==> src/rtl/mips_pkg.sv <==
// Shared MIPS opcode/funct constants, IF/ID record type and fetch FSM encoding.
// Used by the fetch stage, the register pre-decoder and the hazard unit.
package mips_pkg;

    localparam logic [5:0] OP_RTYPE = 6'd0;
    localparam logic [5:0] OP_J     = 6'd2;
    localparam logic [5:0] OP_JAL   = 6'd3;
    localparam logic [5:0] OP_BEQ   = 6'd4;
    localparam logic [5:0] OP_BNE   = 6'd5;
    localparam logic [5:0] OP_ADDI  = 6'd8;
    localparam logic [5:0] OP_ADDIU = 6'd9;
    localparam logic [5:0] OP_SLTI  = 6'd10;
    localparam logic [5:0] OP_SLTIU = 6'd11;
    localparam logic [5:0] OP_ANDI  = 6'd12;
    localparam logic [5:0] OP_ORI   = 6'd13;
    localparam logic [5:0] OP_XORI  = 6'd14;
    localparam logic [5:0] OP_LUI   = 6'd15;
    localparam logic [5:0] OP_LW    = 6'd35;
    localparam logic [5:0] OP_SW    = 6'd43;

    localparam logic [5:0] FN_SLL = 6'd0;
    localparam logic [5:0] FN_SRL = 6'd2;
    localparam logic [5:0] FN_SRA = 6'd3;
    localparam logic [5:0] FN_JR  = 6'd8;

    localparam logic [31:0] NOP = 32'h0000_0000;

    typedef enum logic [1:0] {
        ST_RUN  = 2'd0,
        ST_HOLD = 2'd1,
        ST_PEND = 2'd2
    } fetch_state_t;

    typedef struct packed {
        logic [31:0] pc;
        logic [31:0] instr;
        logic        valid;
    } if_id_t;

    function automatic logic [31:0] word_align(input logic [31:0] addr);
        return {addr[31:2], 2'b00};
    endfunction

endpackage

==> src/rtl/reg_predecode.sv <==
// Combinational register-read pre-decoder: extracts rs/rt and whether the
// instruction actually reads them. Shared with the hazard unit.
module reg_predecode (
    input  logic [31:0] instr,
    input  logic        valid,
    output logic [4:0]  rs_addr,
    output logic [4:0]  rt_addr,
    output logic        rs_rena,
    output logic        rt_rena
);
    import mips_pkg::*;

    logic [5:0] opcode;
    logic [5:0] funct;
    logic       reads_rs;
    logic       reads_rt;

    assign opcode  = instr[31:26];
    assign funct   = instr[5:0];
    assign rs_addr = instr[25:21];
    assign rt_addr = instr[20:16];

    always_comb begin
        // NOTE: defaults first so every path assigns both flags; otherwise a latch is inferred.
        reads_rs = 1'b0;
        reads_rt = 1'b0;
        case (opcode)
            OP_RTYPE: begin
                case (funct)
                    FN_SLL, FN_SRL, FN_SRA: reads_rt = 1'b1;
                    FN_JR:                  reads_rs = 1'b1;
                    default: begin
                        reads_rs = 1'b1;
                        reads_rt = 1'b1;
                    end
                endcase
            end
            OP_ADDI, OP_ADDIU, OP_SLTI, OP_SLTIU,
            OP_ANDI, OP_ORI, OP_XORI, OP_LW: reads_rs = 1'b1;
            OP_SW, OP_BEQ, OP_BNE: begin
                reads_rs = 1'b1;
                reads_rt = 1'b1;
            end
            default: ;
        endcase
    end

    // A bubble must never create a false dependency in the stall unit.
    assign rs_rena = valid & reads_rs;
    assign rt_rena = valid & reads_rt;

endmodule

==> src/rtl/if_id_fetch.sv <==
// MIPS fetch stage + IF/ID register with stall, pending-redirect and pre-decode.
// Define BRANCH_DELAY_SLOT_EN to keep the delay-slot instruction on redirects.
module if_id_fetch #(
    parameter logic [31:0] RESET_PC = 32'h0000_0000
) (
    input  logic        in_clk,
    input  logic        in_rst,
    input  logic        in_stall,
    input  logic        in_redirect,
    input  logic [31:0] in_redirect_pc,
    input  logic [31:0] in_imem_data,
    output logic [31:0] out_imem_addr,
    output logic [31:0] out_id_pc,
    output logic [31:0] out_id_instr,
    output logic        out_id_valid,
    output logic [4:0]  out_rs_addr,
    output logic [4:0]  out_rt_addr,
    output logic        out_rs_rena,
    output logic        out_rt_rena
);
    import mips_pkg::*;

    fetch_state_t state, state_n;
    logic [31:0]  pc, pc_n;
    logic [31:0]  pend_pc, pend_pc_n;
    if_id_t       id_q, id_n, fetched;

    assign fetched = '{pc: pc, instr: in_imem_data, valid: 1'b1};

    always_comb begin
        state_n   = state;
        pc_n      = pc;
        pend_pc_n = pend_pc;
        id_n      = id_q;
        if (in_stall) begin
            state_n = (state == ST_PEND) ? ST_PEND : ST_HOLD;
            if (in_redirect) begin
                state_n   = ST_PEND;
                pend_pc_n = word_align(in_redirect_pc);
            end
        end else begin
            state_n = ST_RUN;
            // A pending target wins over any redirect presented on the release edge.
            if (state == ST_PEND || in_redirect) begin
                pc_n = (state == ST_PEND) ? pend_pc : word_align(in_redirect_pc);
`ifdef BRANCH_DELAY_SLOT_EN
                id_n = fetched;
`else
                id_n = '{pc: pc, instr: NOP, valid: 1'b0};
`endif
            end else begin
                pc_n = pc + 32'd4;
                id_n = fetched;
            end
        end
    end

    always_ff @(posedge in_clk) begin
        // NOTE: non-blocking assignments so all registers update from pre-edge values.
        if (!in_rst) begin
            state   <= ST_RUN;
            pc      <= RESET_PC;
            pend_pc <= '0;
            id_q    <= '{pc: '0, instr: NOP, valid: 1'b0};
        end else begin
            state   <= state_n;
            pc      <= pc_n;
            pend_pc <= pend_pc_n;
            id_q    <= id_n;
        end
    end

    assign out_imem_addr = pc;
    assign out_id_pc     = id_q.pc;
    assign out_id_instr  = id_q.instr;
    assign out_id_valid  = id_q.valid;

    reg_predecode u_predecode (
        .instr   (id_q.instr),
        .valid   (id_q.valid),
        .rs_addr (out_rs_addr),
        .rt_addr (out_rt_addr),
        .rs_rena (out_rs_rena),
        .rt_rena (out_rt_rena)
    );

endmodule

==> config.mk <==
export PLATFORM = sky130hd
export DESIGN_NAME = if_id_fetch
export DESIGN_NICKNAME = d
export VERILOG_FILES = /design/src/rtl/mips_pkg.sv /design/src/rtl/reg_predecode.sv /design/src/rtl/if_id_fetch.sv
export SDC_FILE = /design/constraint.sdc
export NUM_CORES = 1
export LEC_CHECK = 0
export CAP_MARGIN = 40
export CORE_ASPECT_RATIO = 0.8
export CORE_MARGIN = 1
export CORE_UTILIZATION = 29
export DETAILED_ROUTE_END_ITERATION = 12
export PLACE_DENSITY = 0.52
export SLEW_MARGIN = 20
export SYNTH_ARGS = -nofsm -noshare
export SYNTH_HDL_FRONTEND = slang
export SYNTH_SLANG_ARGS = --single-unit
==> constraint.sdc <==
create_clock -name in_clk -period 3.4 [get_ports in_clk]
set_input_delay 1.02 -clock in_clk [delete_from_list [all_inputs] [get_ports in_clk]]
set_output_delay 1.02 -clock in_clk [all_outputs]
set_load 0.005 [all_outputs]
======== Yosys cells after proc, flatten, opt, wreduce, memory -nomap -nowiden ========
Index checks and enable logic that the tools add are counted.
W data, S select, Z words.
operators by class
  $add $sub $neg .......................... 1
  equal/unequal tests ..................... 15
  muxes and demuxes ....................... 9
  bitwise gates (word level) .............. 4
  reduce and logical (&&, ||, !) cells .... 9
operator list
  operator                 count
  $mux W32                 2
  $eq A6 B4 Y1 const B     8
  $mux W33                 1
  $add A32 B3 Y32 const B  1
  $eq A6 B2 Y1 const B     2
  $eq A6 B3 Y1 const B     2
  $eq A6 B6 Y1 const B     2
  $logic_not A6 Y1         2
  $reduce_or A11 Y1        1
  $reduce_or A3 Y1         3
  $mux W2                  2
  $pmux W1 S2              2
  $reduce_and A2 Y1        2
  $and A1 B1 Y1            2
  $eq A2 B2 Y1 const B     1
  $mux W1                  2
  $not A1 Y1               2
  $logic_or A1 B1 Y1       1
storage, ports and cells
  flip-flop bits (word level) ............. 129
  input bits .............................. 68
  output and inout bits ................... 109
  word-level logic and storage cells ...... 45

======== Longest topological paths before layout ========
  depth in word-level cells ............... 5
  depth in mapped cells ................... 8

======== Hierarchy ========
A second synthesis with hierarchy kept.
second synthesis, totals
  cells, all modules ...................... 664
  area, all modules ....................... 5590.4 um^2
by module, submodules not included
  module         times used  cells each  area an instance (um^2)  seq. area each (um^2)
  if_id_fetch    1           635         5406.4                   2502.4
  reg_predecode  1           29          183.9                    0.0

======== Worst setup path before layout ========
OpenSTA, ideal clock, no wires.
  path kind ............................... input to register
  from .................................... input in_stall
  to ...................................... register id_q (netlist bit out_id_instr[0])
  data arrival time ....................... 2.166 ns
  required time ........................... 3.340 ns
  slack ................................... 1.174 ns
  cell stages on the path ................. 6
  cell sequence ........................... clkbuf_1 > inv_1 > nand2_1 > nor2_1 > clkbuf_1 > a22o_1
RTL lines
  element                 line               RTL
  start: declaration      if_id_fetch.sv:8   input logic in_stall,
  end signal: assignment  if_id_fetch.sv:64  id_q <= '{pc: '0, instr: NOP, valid: 1'b0};
  end signal: assignment  if_id_fetch.sv:69  id_q <= id_n;
  end: declaration        if_id_fetch.sv:26  if_id_t id_q, id_n, fetched;

======== Final worst setup path ========
  from .................................... register id_q (netlist bit out_id_instr[31])
  to ...................................... output out_rs_rena
on the way
  word-level cells in the longest chain between the ends .. 4
  elaborated cells between the ends (all ways) .. 15
  those cells by class .................... eq/ne (11); mux (1); bitwise (1); reduce/logical (2)
RTL lines
  element                                     line                 RTL
  $eq A6 B4 Y1, or another cell as far along  reg_predecode.sv:27  case (opcode)
  $reduce_or A11 Y1 (no line)                 n/a
  $pmux W1 S2 (*)                             reg_predecode.sv:27
  $and A1 B1 Y1 (*)                           reg_predecode.sv:49  assign rs_rena = valid & reads_rs;
  end: declaration                            if_id_fetch.sv:18    output logic out_rs_rena,
Mark *: on every way between the ends. The rest lies on a longest branch, timed or not.

==> results.md <==
* First-pass GRT wire length at 28580 um
* Int Pwr at 3.098 mW
* Fin nets at 882
* # IOs at 177
* Peak supply drop at 325.7 uV
* Max-slew violations at 0
* Final setup margin at 0.4507 ns
* Synthesized area at 5602 um2
* Routed WL at 18570 um
* Clock skew at 0.008165 ns
* Outcome: complete, no violations
* Area contributors post-synth: dfxtp_1 (45%), nand2_1 (7.2%), a21oi_1 (6.4%)
* Yosys warns at 0
* Overall power at 4.016 mW
* Crit path largest cell delay at 0.50 ns
* Comb pwr share at 11.6%
* Vias in the first global route at 5054
* Full die area at 19880 um2
* Fmax at 339.1 MHz
* Top_reg_cell synth: dfxtp_1
* Final non-filler cell total at 1083
* Grt total ovfl at 0
* CP Capture Type: output port
* Routed Antenna Nets at 0
* DP Area at 7472 um2
* Final min period at 2.949 ns
* HP Class: reg -> reg
* CP delay by family, top: buffers and inverters
* Rows at 45
* Syn Area/Cell at 8.398 um2
* Synth top cells by count: dfxtp_1 (125), nand2_1 (107), a21oi_1 (72)
* Worst Tran Pin Value at 0.5510 ns
* Clk pwr share at 48.5%
* DP Worst Slack at 0.4219 ns
* Final setup fails at 0
* 1st-iter DRT viols at 504
* DR DRC count at 0
* Leakage Power at 3.042 nW
* RSZ-0062 raised after global routing: false
* Pwr per Cell Area at 495.3 nW/um2
* Max Cap Violations at 0
* Design Area, Final at 8108 um2
* Psw at 917.4 uW
* Yosys top cell area share at 44.67%
* Fill cell count at 1912
* Via count at 5494
* Antenna diode count at 0
* Hold_buf cts at 0
* Initial Util at 29.61%
* DR WL/cell at 17.14 um
* CP most frequent cell: a21oi_1
* # H-tree levels at 4
* Die width at 157.4 um
* Area grow syn2layout at 44.74%
* Worst setup SP type: flip-flop
* Crit-path cells: nor2_1 > a21oi_1 > a21oi_1 > nor3_1 > o21a_1 > clkdlybuf4s50_1
* Highest net fanout along the worst path at 7
* CTS tree: yes
* Cell count after synthesis at 667
* Final hold vios at 0
* Initial antenna violation count at 0
* Core area at 18920 um2
* Max transition margin at 63.27%
* Fin Setup TNS at 0 ns
* Die height at 126.3 um
* Tot GR Track Use at 18.76%
* Buf/Inv on CP at 1
* # resized after CTS at 0
* Setup CP Type: reg -> out
* Sink Count at 125
* Post-synth EDFFs at 0
* Critical-path top delay cell: clkdlybuf4s50_1
* Sw frac at 22.84%
* Clock Tree Buf Depth at 2
* Count leader, synth: dfxtp_1
* Worst-Skew Late Latency at 0.41 ns
* Via density at 5.073
* 1st-pass router iterations at 7
* Gpl congestion at 0.8083
* Inserted Clock Buffers at 17
* Distinct cells, synth at 62
* Clock-pin slew on the worst setup and hold paths at 0.05 ns
* Post-synthesis sequential area ratio at 44.67%
* Fraction of registers with async set/reset at 0%
* Largest net degree at the start of global routing at 48
* Critical Path RT at 2.38 ns
* Final HPWL DP at 13110 um
* CTS root buffer: clkbuf_16
* Sequential share of power at 39.9%
* Arrival time worst endpoint at 1.93 ns
* Leading area contributor after synthesis: dfxtp_1
* Postcts setup bufs at 0
* IO Port Bufs at 170
* Yosys reg bits at 125
* Placed Cells incl. Taps at 1052
* Final period util at 86.74%
* Share of layout cells above drive strength 1 at 8.364%
[routing by layer]
metal  GRT usage [%]  routed length (um)  share of wire [%]  up-vias
li1                -                   -                  -     2671
met1           27.56                9177                 49     2608
met2           26.57                8002                 43      203
met3           4.817                1168                6.3       12
met4           5.540                 220                1.2        0
met5               0                   0                  0        -
[through the flow]
step / hold WS (ns) / util [%]
2_1_floorplan: 0.4320 / -
3_3_place_gp: 0.4420 / 39.50
3_5_place_dp: 0.4454 / 39.50
4_1_cts: 0.4531 / 42.86
5_1_grt: 0.4746 / 42.86
6_report: 0.4523 / 42.86
[kinds of logic after synthesis]
family / synth area share [%]
simple gates: 21.73
compound gates: 21.15
flops: 44.67
buf+inv: 5.874
mux: 6.277
fa+ha+maj: 0.2233
other cells: 0.06694
[worst reg2reg max path: cells and delay by family, from the launching register on]
kind | cells | cell delay [ns]
adder cells (fa/ha/maj) | 1 | 0.29
AO/OA/AOI/OAI | 1 | 0.11
AND/OR/NAND/NOR | 4 | 1.26
flip-flops | 1 | 0.52
[power by group through the flow]
stage / Sequential (mW) / Clock [mW] / Combinational (mW)
2_1_floorplan: 1.61 / 0 / 0.218
5_1_grt: 1.61 / 2.06 / 0.505
6_report: 1.60 / 1.95 / 0.466
3_5_place_dp: 1.63 / 0 / 0.464
3_3_place_gp: 1.63 / 0 / 0.459
4_1_cts: 1.60 / 1.99 / 0.466
[area by class of cell]
cell class	count	area (um2)	area share (%)
inverter	5	18.77	0.2315
multi-input combinational	475	2786	34.37
clock inverter	6	130.1	1.605
sequential	125	2502	30.86
timing repair buffer	189	1842	22.72
clock buffer	25	505.5	6.235
tap	258	322.8	3.981
[cell usage in the layout (no fill, tap or decap), drive strengths merged, types with 2 or more instances in the layout]
cell           Yosys  routed
a21o               2       2
a21oi             72      72
a22o              31      31
a31o               5       5
a31oi             11      11
and2               2       2
and3              13      13
and4               4       4
buf               28      20
bufinv             0       4
clkbuf            37      25
clkdlybuf4s50      0     169
clkinv             0       2
conb               1       4
dfxtp            125     125
inv                5       5
mux2i             34      34
nand2            108     108
nand2b             2       2
nand3             31      31
nand4             12      12
nand4b             2       2
nor2              57      57
nor2b              3       3
nor3              12      12
nor4               4       4
o211ai             8       8
o21a               2       2
o21ai             21      21
o22ai              4       4
o311ai             4       4
o31a               6       6
o32ai              2       2
[state kept, by name, indices dropped and copies added (netlist names)]
signal	count
out_id_instr	32
out_id_pc	30
out_id_valid	1
out_imem_addr	30
pend_pc	30
state	2
[worst paths after layout]
| path | from | end | slack (ns) | cells past startpoint |
|---|---|---|---|---|
| max | out_id_instr[31] | out_rs_rena | 0.45 | 6 |
| min | pend_pc[18] | pend_pc[18] | 0.45 | 2 |
| max reg2reg | out_imem_addr[2] | out_imem_addr[26] | 1.16 | 6 |
| min reg2reg | pend_pc[18] | pend_pc[18] | 0.45 | 2 |
Note: power is estimated with default switching activity, not from simulation.
